==> src/rtl/lsu_ctrl_pkg.sv <==
// Shared load/store definitions: funct3 width codes, error codes, sequencer states
// and the captured request payload.
package lsu_ctrl_pkg;

    localparam logic [2:0] LOAD_B  = 3'b000;
    localparam logic [2:0] LOAD_H  = 3'b001;
    localparam logic [2:0] LOAD_W  = 3'b010;
    localparam logic [2:0] LOAD_BU = 3'b100;
    localparam logic [2:0] LOAD_HU = 3'b101;

    localparam logic [2:0] STORE_B = 3'b000;
    localparam logic [2:0] STORE_H = 3'b001;
    localparam logic [2:0] STORE_W = 3'b010;

    localparam int unsigned XLEN = 32;

    typedef enum logic [1:0] {
        LSU_OK         = 2'b00,
        LSU_MISALIGNED = 2'b01,
        LSU_TIMEOUT    = 2'b10,
        LSU_ILLEGAL    = 2'b11
    } lsu_err_e;

    typedef enum logic [1:0] {
        IDLE     = 2'b00,
        MEM_WAIT = 2'b01,
        RESP     = 2'b10
    } lsu_state_e;

    typedef struct packed {
        logic            is_store;
        logic [2:0]      funct3;
        logic [XLEN-1:0] addr;
        logic [XLEN-1:0] wdata;
        logic [4:0]      rd;
    } lsu_req_t;

endpackage

==> src/rtl/lsu_ctrl_align.sv <==
// Byte-lane logic: store enables/replication, load extraction/extension,
// and funct3 legality and alignment checks.
module lsu_align
    import lsu_ctrl_pkg::*;
(
    input  logic [2:0]      funct3,
    input  logic [1:0]      addr,
    input  logic            is_store,
    input  logic [XLEN-1:0] wdata,
    input  logic [XLEN-1:0] rdata,
    output logic [3:0]      be,
    output logic [XLEN-1:0] wdata_rep,
    output logic [XLEN-1:0] ld_data,
    output logic            misaligned,
    output logic            illegal
);

    logic [7:0]  lane_b;
    logic [15:0] lane_h;

    assign lane_b = rdata[{addr, 3'b000} +: 8];
    assign lane_h = addr[1] ? rdata[31:16] : rdata[15:0];

    always_comb begin
        be         = 4'b1111;
        wdata_rep  = wdata;
        ld_data    = rdata;
        misaligned = 1'b0;
        illegal    = 1'b0;
        if (is_store) begin
            unique case (funct3)
                STORE_B: begin
                    be        = 4'b0001 << addr;
                    wdata_rep = {4{wdata[7:0]}};
                end
                STORE_H: begin
                    be         = addr[1] ? 4'b1100 : 4'b0011;
                    wdata_rep  = {2{wdata[15:0]}};
                    misaligned = addr[0];
                end
                STORE_W: misaligned = |addr;
                default: illegal = 1'b1;
            endcase
        end else begin
            unique case (funct3)
                LOAD_B:  ld_data = {{24{lane_b[7]}}, lane_b};
                LOAD_BU: ld_data = {24'h000000, lane_b};
                LOAD_H: begin
                    ld_data    = {{16{lane_h[15]}}, lane_h};
                    misaligned = addr[0];
                end
                LOAD_HU: begin
                    ld_data    = {16'h0000, lane_h};
                    misaligned = addr[0];
                end
                LOAD_W:  misaligned = |addr;
                default: illegal = 1'b1;
            endcase
        end
    end

endmodule

==> src/rtl/lsu_ctrl.sv <==
// Load/store sequencer: accepts one op, runs a req/ack bus transfer with an
// optional ack timeout, and returns a single-cycle writeback response.
module lsu_ctrl
    import lsu_ctrl_pkg::*;
#(
    parameter int unsigned TIMEOUT_CYCLES = 255
) (
    input  logic        clk,
    input  logic        rst,
    input  logic        req_valid_i,
    output logic        req_ready_o,
    input  logic        req_is_store_i,
    input  logic [2:0]  req_funct3_i,
    input  logic [31:0] req_addr_i,
    input  logic [31:0] req_wdata_i,
    input  logic [4:0]  req_rd_i,
    output logic        mem_req_o,
    output logic        mem_we_o,
    output logic [31:0] mem_addr_o,
    output logic [3:0]  mem_be_o,
    output logic [31:0] mem_wdata_o,
    input  logic        mem_ack_i,
    input  logic [31:0] mem_rdata_i,
    output logic        rsp_valid_o,
    output logic        rsp_is_store_o,
    output logic [4:0]  rsp_rd_o,
    output logic [31:0] rsp_data_o,
    output logic [1:0]  rsp_err_o
);

    localparam int unsigned CNT_W = (TIMEOUT_CYCLES == 0) ? 1 : $clog2(TIMEOUT_CYCLES + 1);
    localparam logic [CNT_W-1:0] CNT_LAST =
        CNT_W'((TIMEOUT_CYCLES == 0) ? 0 : TIMEOUT_CYCLES - 1);

    lsu_state_e      state_q, state_d;
    lsu_req_t        req_q, req_in, al_src;
    logic [CNT_W-1:0] cnt_q;
    logic            rsp_store_q;
    logic [4:0]      rsp_rd_q;
    logic [XLEN-1:0] rsp_data_q;
    lsu_err_e        rsp_err_q;

    logic [3:0]      al_be;
    logic [XLEN-1:0] al_wdata;
    logic [XLEN-1:0] al_ld_data;
    logic            al_misaligned;
    logic            al_illegal;
    logic            timeout_hit;

    assign req_in = '{is_store: req_is_store_i, funct3: req_funct3_i, addr: req_addr_i,
                      wdata: req_wdata_i, rd: req_rd_i};

    // In IDLE the lane logic checks the incoming op; afterwards it works from the capture.
    assign al_src = (state_q == IDLE) ? req_in : req_q;

    assign timeout_hit = (TIMEOUT_CYCLES != 0) && (cnt_q == CNT_LAST);

    lsu_align u_align (
        .funct3     (al_src.funct3),
        .addr       (al_src.addr[1:0]),
        .is_store   (al_src.is_store),
        .wdata      (al_src.wdata),
        .rdata      (mem_rdata_i),
        .be         (al_be),
        .wdata_rep  (al_wdata),
        .ld_data    (al_ld_data),
        .misaligned (al_misaligned),
        .illegal    (al_illegal)
    );

    always_ff @(posedge clk or posedge rst) begin
        if (rst) begin
            state_q <= IDLE;
        end else begin
            state_q <= state_d;
        end
    end

    always_comb begin
        state_d = state_q;
        unique case (state_q)
            IDLE: begin
                if (req_valid_i) begin
                    state_d = (al_illegal || al_misaligned) ? RESP : MEM_WAIT;
                end
            end
            MEM_WAIT: begin
                if (mem_ack_i || timeout_hit) begin
                    state_d = RESP;
                end
            end
            RESP:    state_d = IDLE;
            default: state_d = IDLE;
        endcase
    end

    // Request capture, wait counter and response capture.
    always_ff @(posedge clk or posedge rst) begin
        if (rst) begin
            req_q       <= '0;
            cnt_q       <= '0;
            rsp_store_q <= 1'b0;
            rsp_rd_q    <= '0;
            rsp_data_q  <= '0;
            rsp_err_q   <= LSU_OK;
        end else begin
            unique case (state_q)
                IDLE: begin
                    if (req_valid_i) begin
                        req_q       <= req_in;
                        cnt_q       <= '0;
                        rsp_store_q <= req_is_store_i;
                        rsp_rd_q    <= '0;
                        rsp_data_q  <= '0;
                        rsp_err_q   <= al_illegal    ? LSU_ILLEGAL :
                                       al_misaligned ? LSU_MISALIGNED : LSU_OK;
                    end
                end
                MEM_WAIT: begin
                    if (mem_ack_i) begin
                        if (!req_q.is_store) begin
                            rsp_rd_q   <= req_q.rd;
                            rsp_data_q <= al_ld_data;
                        end
                    end else if (timeout_hit) begin
                        rsp_err_q <= LSU_TIMEOUT;
                    end else begin
                        cnt_q <= cnt_q + CNT_W'(1);
                    end
                end
                default: ;
            endcase
        end
    end

    always_comb begin
        req_ready_o    = 1'b0;
        mem_req_o      = 1'b0;
        mem_we_o       = 1'b0;
        mem_addr_o     = '0;
        mem_be_o       = '0;
        mem_wdata_o    = '0;
        rsp_valid_o    = 1'b0;
        rsp_is_store_o = 1'b0;
        rsp_rd_o       = '0;
        rsp_data_o     = '0;
        rsp_err_o      = '0;
        unique case (state_q)
            IDLE: req_ready_o = 1'b1;
            MEM_WAIT: begin
                mem_req_o   = 1'b1;
                mem_we_o    = req_q.is_store;
                mem_addr_o  = {req_q.addr[31:2], 2'b00};
                mem_be_o    = al_be;
                mem_wdata_o = al_wdata;
            end
            RESP: begin
                rsp_valid_o    = 1'b1;
                rsp_is_store_o = rsp_store_q;
                rsp_rd_o       = rsp_rd_q;
                rsp_data_o     = rsp_data_q;
                rsp_err_o      = rsp_err_q;
            end
            default: ;
        endcase
    end

endmodule

==> config.mk <==
export PLATFORM = sky130hd
export DESIGN_NAME = lsu_ctrl
export DESIGN_NICKNAME = d
export VERILOG_FILES = /design/src/rtl/lsu_ctrl_pkg.sv /design/src/rtl/lsu_ctrl_align.sv /design/src/rtl/lsu_ctrl.sv
export SDC_FILE = /design/constraint.sdc
export NUM_CORES = 1
export LEC_CHECK = 0
export ABC_AREA = 1
export CAP_MARGIN = 30
export CELL_PAD_IN_SITES_DETAIL_PLACEMENT = 1
export CELL_PAD_IN_SITES_GLOBAL_PLACEMENT = 1
export CORE_MARGIN = 4
export CORE_UTILIZATION = 36
export CTS_CLUSTER_SIZE = 8
export DETAILED_ROUTE_END_ITERATION = 6
export PLACE_DENSITY_LB_ADDON = 0.1
export SETUP_SLACK_MARGIN = 0.4
export SLEW_MARGIN = 0
export SYNTH_ARGS = -nofsm -noshare
export SYNTH_HDL_FRONTEND = slang
export SYNTH_HIERARCHICAL = 1
export SYNTH_SLANG_ARGS = --single-unit
==> constraint.sdc <==
create_clock -name clk -period 7.95 [get_ports clk]
set_input_delay 0.795 -clock clk [delete_from_list [all_inputs] [get_ports clk]]
set_output_delay 0.795 -clock clk [all_outputs]
set_load 0.05 [all_outputs]
After elaboration in Yosys (flattened, before gate mapping)
Index checks and enable logic that the tools add are counted.

cells by class
  add/subtract/negate cells = 1
  reductions and logical operators = 14
  shift operators = 2
  equality and inequality tests = 14
  multiplexer cells = 48

operators by type and width
  operator                                                       count
  32-bit two-way mux                                             8
  32-bit case mux with 2 select lines                            2
  32-bit case mux with 4 select lines                            1
  73-bit two-way mux                                             1
  32-bit by 6-bit variable part select with 8-bit output         1
  8-bit two-way mux                                              3
  5-bit two-way mux                                              4
  16-bit two-way mux                                             1
  2-bit two-way mux                                              8
  8-bit case mux with 2 select lines                             1
  2-bit != test, second input constant                           7
  4-bit two-way mux                                              3
  4-bit AND reduction                                            3
  1-bit two-way mux                                              10
  5-bit case mux with 2 select lines                             1
  8-bit by 1-bit adder with 8-bit output, second input constant  1
  8-bit equality test, second input constant                     1
  2-bit case mux with 2 select lines                             2
  4-bit case mux with 2 select lines                             1
  3-bit equality test, second input constant                     2
  5-bit OR reduction                                             1
  1-bit case mux with 2 select lines                             2
  2-bit AND reduction                                            2
  2-bit OR reduction                                             2
  other kinds (10)                                               11

word-level totals
  bits of input ports = 109
  register bits = 122

Longest topological paths before layout
Gate-level depths: netlist (run 1).

  word-level depth = 10
  gate-level depth with buffers = 17
  gate-level depth less buffers = 14

Hierarchy
Netlist (run 1), hierarchy kept.

modules (own cells, without submodules)
  module     cells each  area an instance (um2)  sequential area each (um2)  instances
  lsu_ctrl   814         6192.2                  3052.9                      1
  lsu_align  305         1325.0                  0.0                         1

Worst setup path after synthesis (run 1)
No wires, ideal clock.

  path kind = reg-to-output
  from = register state_q[0]
  to = output mem_wdata_o[15]
  path buffers = 1
  path slack = 4.086 ns
  arrival = 3.069 ns
  cell stages (with the launch flop) = 11
  data required time = 7.155 ns
  cell sequence = dfrtp_1 > nor2_4 > clkbuf_1 > o21ai_0 > inv_1 > nand2_1 > nor2_2 > nand2_1 > o211ai_1 > inv_1 > nor2_1

RTL lines
  what                      line            RTL
  start: declaration        lsu_ctrl.sv:35  lsu_state_e state_q, state_d;
  start signal: assignment  lsu_ctrl.sv:75  state_q <= state_d;
  end: declaration          lsu_ctrl.sv:21  output logic [31:0] mem_wdata_o,

==> metrics.yaml, run 1 <==
port_buffers: 218
grt_pass1_vias: 8162
period_share: 0.6527
drv_slew: 0
syn_inst: 1119
worstPathArrival_ns: 4.39
clkSinkCount: 122
vias: 7707
yosys.area.top_type: "dfrtp_1"
first_pass_iters: 5
period_needed_ns: 5.189
ios: 221
yosys.area.top_type_share: 0.4061
power.leakage_nw: 4.944
worst_slew_pin_slew_ns: 0.9503
area_growth_pct: 38.33
drt_iter0_drc: 352
finalSetupViolCount: 0
start_util: 0.3691
ys_seq_elements: 122
clockRootBuffer: "clkbuf_16"
p_per_area_nw_per_um2: 410.6
grt_max_degree: 70
netlist_area_sq_um: 7517
drive_gt1_frac: 0.07334
cp_num_buf_inv: 4
grt_setup_unrepaired: "no"
path_cells: "nor2_4, o21ai_0, inv_1, nand2_1, inv_1, o21ai_0, inv_1, nor2_1, clkdlybuf4s50_1"
fin_nets: 1407
outcome: "completed"
cts_max_level: 4
final-instance-count-excl-fill: 1581
avgSynthCellArea_sq_um: 6.718
fp-row-count: 52
fp.coreArea_sq_um: 20360
routedWlPerCell_um: 16.16
cts-resized-gates: 0
max_slew_margin: 0.3650
grt.total_usage: 0.2233
crit_slowest_cell: "clkdlybuf4s50_1"
finalClockSkew_ns: 0.008984
final_util: 0.5106
start_kind: "register"
die_w_um: 152.5
maxCapViolCount: 0
drt-vias-per-instance: 4.875
required_ns: 7.15
antenna_found_initial: 2
critPathTopFamily: "buffers and inverters"
synthTopCellsByArea: "dfrtp_1, nand2_1, inv_1"
yosysUniqueCellTypes: 29
numCtsBuffers: 17
die_y_um: 152.5
drt_wl_total_um: 25550
clk_pin_slew_worst_paths_ns: 0.06
hold_path.class: "register to register"
synth_warnings: 6
routabilityCongestion: 0.8237
grt_pass1_wl_um: 42460
die-area_sq_um: 23260
hold_buffers: 0
cts_setup_buffers: 0
max-vdd-ir-drop_mv: 0.1975
setup.worst_path.end_class: "output port"
path_max_fanout: 26
worstSetupPathType: "register to output port"
synth_seq_area_share: 0.4061
hold_violations: 0
cts_tree: "done"
placed_cells: 1547
timing.fmax_mhz: 192.7
dpl.hpwl_um: 18470
clockBufferDepth: 2
crit_top_cell: "inv_1"
grt-ovfl-total: 0
cp_slowest_stage_delay_ns: 0.82
setup_tns_ns: 0
drc_errors: 0
clk_latency_ns: 0.42
nFillCells: 2614
antenna_left: 0
[where the power goes]
group          switching [mW]  leakage [nW]  internal [mW]
logic                    1.76          3.09          0.725
clock network           0.303         0.285          0.489
registers               0.108          1.57          0.888
[logic make-up (layout without fill, tap and decap cells)]
| group | count (synthesis) | in the layout | synth area share |
|---|---|---|---|
| fa+ha+maj | 2 | 2 | 0.003328 |
| other cells | 1 | 4 | 0.0004989 |
| flops | 122 | 122 | 0.4061 |
| simple gates | 534 | 534 | 0.2918 |
| compound gates | 194 | 194 | 0.1488 |
| buf+inv | 266 | 455 | 0.1495 |
[synth_stat cells]
| master | number |
|---|---|
| o21ai_1 | 4 |
| o22ai_1 | 1 |
| o211ai_1 | 3 |
| buf_6 | 6 |
| dfrtp_1 | 122 |
| nor3_1 | 1 |
| nand3b_1 | 1 |
| o21bai_1 | 9 |
| inv_1 | 186 |
| nand2_4 | 1 |
| o21ai_0 | 133 |
| ha_1 | 2 |
| nand2_1 | 294 |
| buf_1 | 4 |
| nor2_4 | 1 |
| inv_2 | 6 |
| nand2_2 | 5 |
| nand3_1 | 35 |
| o21ai_2 | 31 |
| nor2_2 | 4 |
| nor2_1 | 151 |
| a21oi_1 | 13 |
| conb_1 | 1 |
| nand4_1 | 39 |
| and3_1 | 1 |
| buf_4 | 12 |
| and2_1 | 1 |
| buf_2 | 28 |
| clkbuf_1 | 24 |
[path summary, 6_finish.rpt]
check / start / endpoint / slack [ns] / cells after the start
worst min-delay path: req_q[19]$_DFFE_PP0P_ / req_q[19]$_DFFE_PP0P_ / 0.49 / 2
max in group asynchronous: rst / rsp_data_q[7]$_DFFE_PP0P_ / 5.97 / 4
worst min register to register: req_q[19]$_DFFE_PP0P_ / req_q[19]$_DFFE_PP0P_ / 0.49 / 2
worst max-delay path: state_q[0]$_DFFE_PP0P_ / mem_be_o[0] / 2.76 / 9
worst max register to register: state_q[0]$_DFFE_PP0P_ / rsp_data_q[22]$_DFFE_PP0P_ / 4.85 / 14
min in group asynchronous: rst / req_q[64]$_DFFE_PP0P_ / 0.80 / 2
[worst register-to-register path: cells and delay by family, from the launching register on]
family	cells	cell delay (ns)
AO/OA/AOI/OAI	2	0.40
buffers and inverters	4	1.14
flip-flops	1	0.50
AND/OR/NAND/NOR	8	0.97
[cell usage in the layout (no fill, tap or decap), types with 6 or more instances in the layout]
cell type	instances
a21oi_1	13
nand4_1	39
clkbuf_16	17
nor2_1	151
buf_4	10
o21bai_1	9
dfrtp_1	122
nand2_1	294
nand3_1	35
o21ai_2	32
inv_1	185
o21ai_0	133
inv_2	6
clkdlybuf4s50_1	218
[area by class of cell]
type	count	area, sq um	area share
multi-input combinational	732	3349	0.3221
inverter	192	723.2	0.06955
clock buffer	20	466.7	0.04488
tap	270	337.8	0.03249
timing repair buffer	231	2325	0.2236
antenna	2	5.005	0.0004813
sequential	122	3053	0.2936
clock inverter	12	138.9	0.01336
[stage by stage]
step | power [mW] | area (sq um) | worst slack [ns] | hold slack, ns
finish | 4.270 | 10400 | 2.761 | 0.4864
global route | 4.628 | 10400 | 2.415 | 0.5073
detailed placement | 3.495 | 9788 | 2.863 | 0.4732
global placement | 3.426 | 9721 | 2.959 | 0.4652
CTS | 4.320 | 10390 | 2.766 | 0.4882
floorplan | 2.804 | 7521 | 3.912 | 0.4492
[layer usage]
metal  wire [um]  GRT usage  vias to the layer above  part of all wire
li1            -          -                     3793                 -
met1       11350     0.2825                     3681              0.44
met2       12210     0.3768                      199              0.48
met3        1540    0.06674                       32             0.060
met4         430    0.05473                        2             0.017
met5           8          0                        -           0.00031
[registers in the layout, summed over array words and instances (netlist names)]
signal       cells
rsp_store_q      1
cnt_q            8
rsp_rd_q         5
req_q           72
rsp_err_q        2
rsp_data_q      32
state_q          2
No activity file was read; power rests on OpenSTA's default activity.
==> run 2, diff against run 1 <==
--- a/config.mk
+++ b/config.mk
@@ -10,7 +10,7 @@
 export CELL_PAD_IN_SITES_DETAIL_PLACEMENT = 1
 export CELL_PAD_IN_SITES_GLOBAL_PLACEMENT = 1
 export CORE_MARGIN = 4
-export CORE_UTILIZATION = 36
+export CORE_UTILIZATION = 30
 export CTS_CLUSTER_SIZE = 8
 export DETAILED_ROUTE_END_ITERATION = 6
 export PLACE_DENSITY_LB_ADDON = 0.1
==> constraint.sdc (replaced) <==
create_clock -name clk -period 4.3 [get_ports clk]
set_input_delay 0.43 -clock clk [delete_from_list [all_inputs] [get_ports clk]]
set_output_delay 0.43 -clock clk [all_outputs]
set_load 0.05 [all_outputs]
==> run 2 against run 1 <==
  * Final cell count up 3.7%
  * Worst hold slack worse by 0.0022 ns
  * Design area up 3.6%
  * Via count down 1.7%
  * Critical path type unchanged
  * Largest cell class unchanged
==> metrics.yaml, run 2 (synthesis gave the netlist of run 1 again) <==
routabilityCongestion: 0.8182
grt_pass1_vias: 7712
cp_num_buf_inv: 4
worstSetupPathType: "register to output port"
drt-vias-per-instance: 4.619
worst_slew_pin_slew_ns: 0.9170
grt_setup_unrepaired: "no"
maxCapViolCount: 0
clockBufferDepth: 2
max_slew_margin: 0.3822
hold_violations: 0
cts_tree: "done"
grt_pass1_wl_um: 42730
antenna_found_initial: 4
power.leakage_nw: 5.109
routedWlPerCell_um: 15.97
ios: 221
cts_max_level: 4
p_per_area_nw_per_um2: 753.4
crit_top_cell: "nand2_1"
first_pass_iters: 5
die_y_um: 166.3
start_util: 0.3073
crit_slowest_cell: "dfrtp_1"
dpl.hpwl_um: 18980
final_common_cell: "nand2_1"
vias: 7575
clk_latency_ns: 0.43
worstPathArrival_ns: 3.08
largest_reg_flops: 72
top_regs: "req_q x72, rsp_data_q x32, cnt_q x8"
required_ns: 3.87
path_max_fanout: 11
path_cells: "nor2_4, nand2_1, o21ai_1, inv_2, nor2_2, nand2_1, inv_1, nand2_1, nand3_1, inv_1, nor2_1, buf_12"
setup_tns_ns: 0
fp.coreArea_sq_um: 24460
drt_wl_total_um: 26200
fin_nets: 1414
layout_common_cells: "nand2_1, clkdlybuf4s50_1, inv_1"
finalSetupViolCount: 0
period_needed_ns: 3.514
grt_max_degree: 69
drv_slew: 0
area_growth_pct: 43.36
drc_errors: 0
timing.fmax_mhz: 284.6
antenna_left: 0
cp_slowest_stage_delay_ns: 0.45
start_kind: "register"
diodes: 0
period_share: 0.8171
outcome: "completed"
hold_path.class: "register to register"
critPathTopFamily: "simple AND/OR/NAND/NOR gates"
die-area_sq_um: 27650
max-vdd-ir-drop_mv: 0.3308
drive_gt1_frac: 0.1003
numCtsBuffers: 17
grt.total_usage: 0.1900
fp-row-count: 57
final_util: 0.4405
port_buffers: 218
die_w_um: 166.3
finalClockSkew_ns: 0.01159
clockRootBuffer: "clkbuf_16"
clk_pin_slew_worst_paths_ns: 0.06
clkSinkCount: 122
drt_iter0_drc: 310
grt-ovfl-total: 0
largest_register: "req_q"
setup.worst_path.end_class: "output port"
[run 2: stage by stage]
stage                     std cells  worst slack (ns)  cell area, sq um  total power, mW  hold WS, ns
final                          1640            0.7865             10780            8.119       0.4841
after global routing           1640            0.5282             10780            8.817       0.4968
after CTS                      1637            0.5230             10750            8.222       0.4871
after detailed placement       1605            0.7035             10170            6.713       0.4708
after global placement         1602            0.8283             10110            6.610       0.4655
after floorplan                1120            0.6275              7521            5.185       0.4492
[run 2: final timing paths]
path	startpoint	to	slack, ns	cells after the start
max	state_q[0]$_DFFE_PP0P_	mem_wdata_o[8]	0.79	12
min in group asynchronous	rst	req_q[68]$_DFFE_PP0P_	0.53	2
min reg2reg	req_q[1]$_DFFE_PP0P_	req_q[1]$_DFFE_PP0P_	0.48	2
min	req_q[1]$_DFFE_PP0P_	req_q[1]$_DFFE_PP0P_	0.48	2
max reg2reg	state_q[0]$_DFFE_PP0P_	rsp_data_q[7]$_DFFE_PP0P_	1.36	9
max in group asynchronous	rst	rsp_err_q[0]$_DFFE_PP0P_	2.97	3
[run 2: worst register-to-register path, delay by kind of cell, from the launching register on]
family	cells	cell delay (ns)
and+or+nand+nor	3	0.31
DFF	1	0.47
buffers and inverters	2	0.88
AOI/OAI and AO/OA	4	1.21
[run 2: final cells by class]
class / count / area [sq um]
Tap cell: 324 / 405.4
Multi-Input combinational cell: 732 / 3349
Sequential cell: 122 / 3053
Fill cell: 3072 / 13690
Timing Repair Buffer: 238 / 2663
Inverter: 192 / 723.2
Clock inverter: 15 / 157.7
Clock buffer: 17 / 425.4
[run 2: per-layer routing]
layer  global-route usage  vias to the layer above  part of all wire
met2               0.2935                      180              0.44
met4              0.04127                        8            0.0096
li1                     -                     3804                 -
met1               0.2620                     3554              0.48
met3              0.06165                       29             0.071
met5                    0                        -            0.0016
[run 2: timing repair]
action | CTS | global route
gates resized for setup | 2 | 0
buffers inserted | 0 | 3
pin swaps | 0 | 1
hold buffers | 0 | 0
endpoints found under the setup margin | 14 | 16
[run 2: where the power goes]
part           internal [mW]  leakage [nW]  switching, mW
combinational           1.55          3.26           3.29
sequential              1.64          1.57          0.191
clock                  0.819         0.281          0.625
total                   4.01          5.11           4.11
==> run 3, diff against run 2 <==
--- a/config.mk
+++ b/config.mk
@@ -10,7 +10,7 @@
 export CELL_PAD_IN_SITES_DETAIL_PLACEMENT = 1
 export CELL_PAD_IN_SITES_GLOBAL_PLACEMENT = 1
 export CORE_MARGIN = 4
-export CORE_UTILIZATION = 30
+export CORE_UTILIZATION = 33
 export CTS_CLUSTER_SIZE = 8
 export DETAILED_ROUTE_END_ITERATION = 6
 export PLACE_DENSITY_LB_ADDON = 0.1
==> constraint.sdc (replaced) <==
create_clock -name clk -period 3.5 [get_ports clk]
set_input_delay 0.35 -clock clk [delete_from_list [all_inputs] [get_ports clk]]
set_output_delay 0.35 -clock clk [all_outputs]
set_load 0.05 [all_outputs]
==> run 3 against run 2 <==
  * Sequential power rose by 23%
  * Sequential share of layout area shrank 0.30 points
  * Register-to-register slack lost 0.38 ns
  * Count of clock-buffer cells in the layout increased by 2
  * Core utilization grew 5.3 points
  * Highest routed layer unchanged
  * Worst hold slack lost 0.067 ns
  * Combinational power increased by 26%
  * Largest power group unchanged
  * Largest cell class unchanged
  * Clock skew is 0.0042 ns higher
  * Final cell count shrank 2.3%
  * Routed wire length is 2.5% higher
==> metrics.yaml, run 3 (synthesis gave the netlist of run 1 again) <==
r2r_cells: 14
grt-ovfl-total: 0
timing.fmax_mhz: 334.2
die-area_sq_um: 25260
fp.coreArea_sq_um: 22090
ios: 221
dpl.hpwl_um: 19910
die_w_um: 158.9
grt_max_degree: 63
largest_register: "req_q"
finalSetupViolCount: 0
drt_wl_total_um: 26860
setup.worst_path.end_class: "output port"
drt_iter0_drc: 436
drv_slew: 0
first_pass_iters: 5
finalClockSkew_ns: 0.01580
worstPathArrival_ns: 2.64
layout_common_cells: "nand2_1, inv_1, clkdlybuf4s50_1"
drt-vias-per-instance: 4.811
fp-row-count: 54
hold_buffers: 0
max_slew_margin: 0.4563
max-vdd-ir-drop_mv: 0.4542
port_buffers: 218
hold_violations: 0
cts_max_level: 4
clockBufferDepth: 2
clk_latency_ns: 0.42
drive_gt1_frac: 0.1188
area_growth_pct: 44.96
clk_pin_slew_worst_paths_ns: 0.06
multi_input_area_sq_um: 3415
grt_pass1_wl_um: 43930
start_kind: "register"
cts_tree: "done"
maxCapViolCount: 0
routabilityCongestion: 0.8076
grt.total_usage: 0.2118
grt_setup_unrepaired: "yes"
placed_area_sq_um: 10150
clkSinkCount: 122
drc_errors: 0
worstSetupPathType: "register to output port"
die_y_um: 158.9
antenna_found_initial: 2
path_max_fanout: 11
clockRootBuffer: "clkbuf_16"
p_per_area_nw_per_um2: 928.4
start_util: 0.3402
fin_nets: 1420
nFillCells: 2770
power.leakage_nw: 5.629
outcome: "completed"
seqCellArea_sq_um: 3054
numCtsBuffers: 17
setup_tns_ns: 0
vias: 7707
period_needed_ns: 2.992
routedWlPerCell_um: 16.77
r2r_end: "rsp_data_q[25]$_DFFE_PP0P_"
top_regs: "req_q x72, rsp_data_q x32, cnt_q x8"
largest_reg_flops: 72
finalInstanceArea_sq_um: 10900
required_ns: 3.15
period_share: 0.8549
reg2reg_slack_ns: 0.98
hold_path.class: "input pin to asynchronous set/reset pin"
final_common_cell: "nand2_1"
antenna_left: 0
worst_slew_pin_slew_ns: 0.8147
r2r-start: "state_q[1]$_DFFE_PP0P_"
grt_pass1_vias: 8268
diodes: 0
## run 3: cell types whose count changed in the layout (fill, tap and decap cells not counted), moves of 2 or more
cell	delta
nor2_2	+10
o21ai_0	-2
dlygate4sd2_1	+2
o21ai_2	+2
nor2_1	-13
clkdlybuf4s50_1	-30
buf_4	+7
nand2_1	-2
dlymetal6s2s_1	+27
clkinvlp_4	+2
nor2_4	+3
## run 3: area by class of cell
class,count,share of cell area
Multi-Input combinational cell,732,0.3134
Sequential cell,122,0.2803
Timing Repair Buffer,244,0.2542
Inverter,192,0.06706
Clock buffer,19,0.04065
Tap cell,280,0.03215
Clock inverter,13,0.01229
## run 3: where the power goes
part           internal [mW]  total (mW)  switching (mW)
clock network           1.02        1.74           0.728
logic                   1.94        6.11            4.16
registers               2.02        2.26           0.246
total                   4.98        10.1            5.14
## run 3: what timing repair did
action | in CTS | in global routing
pin swaps | 1 | 2
setup buffers | 2 | 3
endpoints found under the hold margin | 0 | 0
setup endpoints to repair | 30 | 59
gates resized for setup | 7 | 49
## run 3: metal layers
layer	GRT usage	vias to the layer above	wire length (um)
met1	0.2774	3677	11930
met4	0.04813	4	190
met5	0	-	27
li1	-	3818	-
met2	0.3507	192	12890
met3	0.05954	16	1828
## run 3: critical path: stages, from the launching register on
cell	delay [ns]
dfrtp_2	0.43
nor2_4	0.07
buf_4	0.17
o21ai_0	0.50
inv_1	0.09
nor2_1	0.14
clkdlybuf4s50_1	0.83
## run 3: worst max-delay path by stage
| stage | slack (ns) | to | startpoint |
|---|---|---|---|
| detailed placement | 0.55 | mem_wdata_o[10] | state_q[0]$_DFFE_PP0P_ |
| CTS | 0.39 | mem_wdata_o[10] | state_q[0]$_DFFE_PP0P_ |
| floorplan | 0.41 | mem_wdata_o[10] | state_q[0]$_DFFE_PP0P_ |
| global route | 0.37 | mem_wdata_o[14] | state_q[0]$_DFFE_PP0P_ |
| finish | 0.51 | mem_wdata_o[0] | state_q[0]$_DFFE_PP0P_ |
| global placement | 0.64 | mem_wdata_o[10] | req_funct3_i[0] |
## run 3: stage by stage
step | total power, mW | util | hold WS [ns] | setup slack, ns | cells
after global routing | 10.94 | 0.4932 | 0.4730 | 0.3652 | 1602
after global placement | 8.134 | 0.4593 | 0.4661 | 0.6415 | 1565
after detailed placement | 8.262 | 0.4593 | 0.4743 | 0.5487 | 1565
after CTS | 10.11 | 0.4862 | 0.4456 | 0.3864 | 1599
final | 10.12 | 0.4932 | 0.4174 | 0.5080 | 1602
after floorplan | 6.375 | - | 0.4492 | 0.4131 | 1120
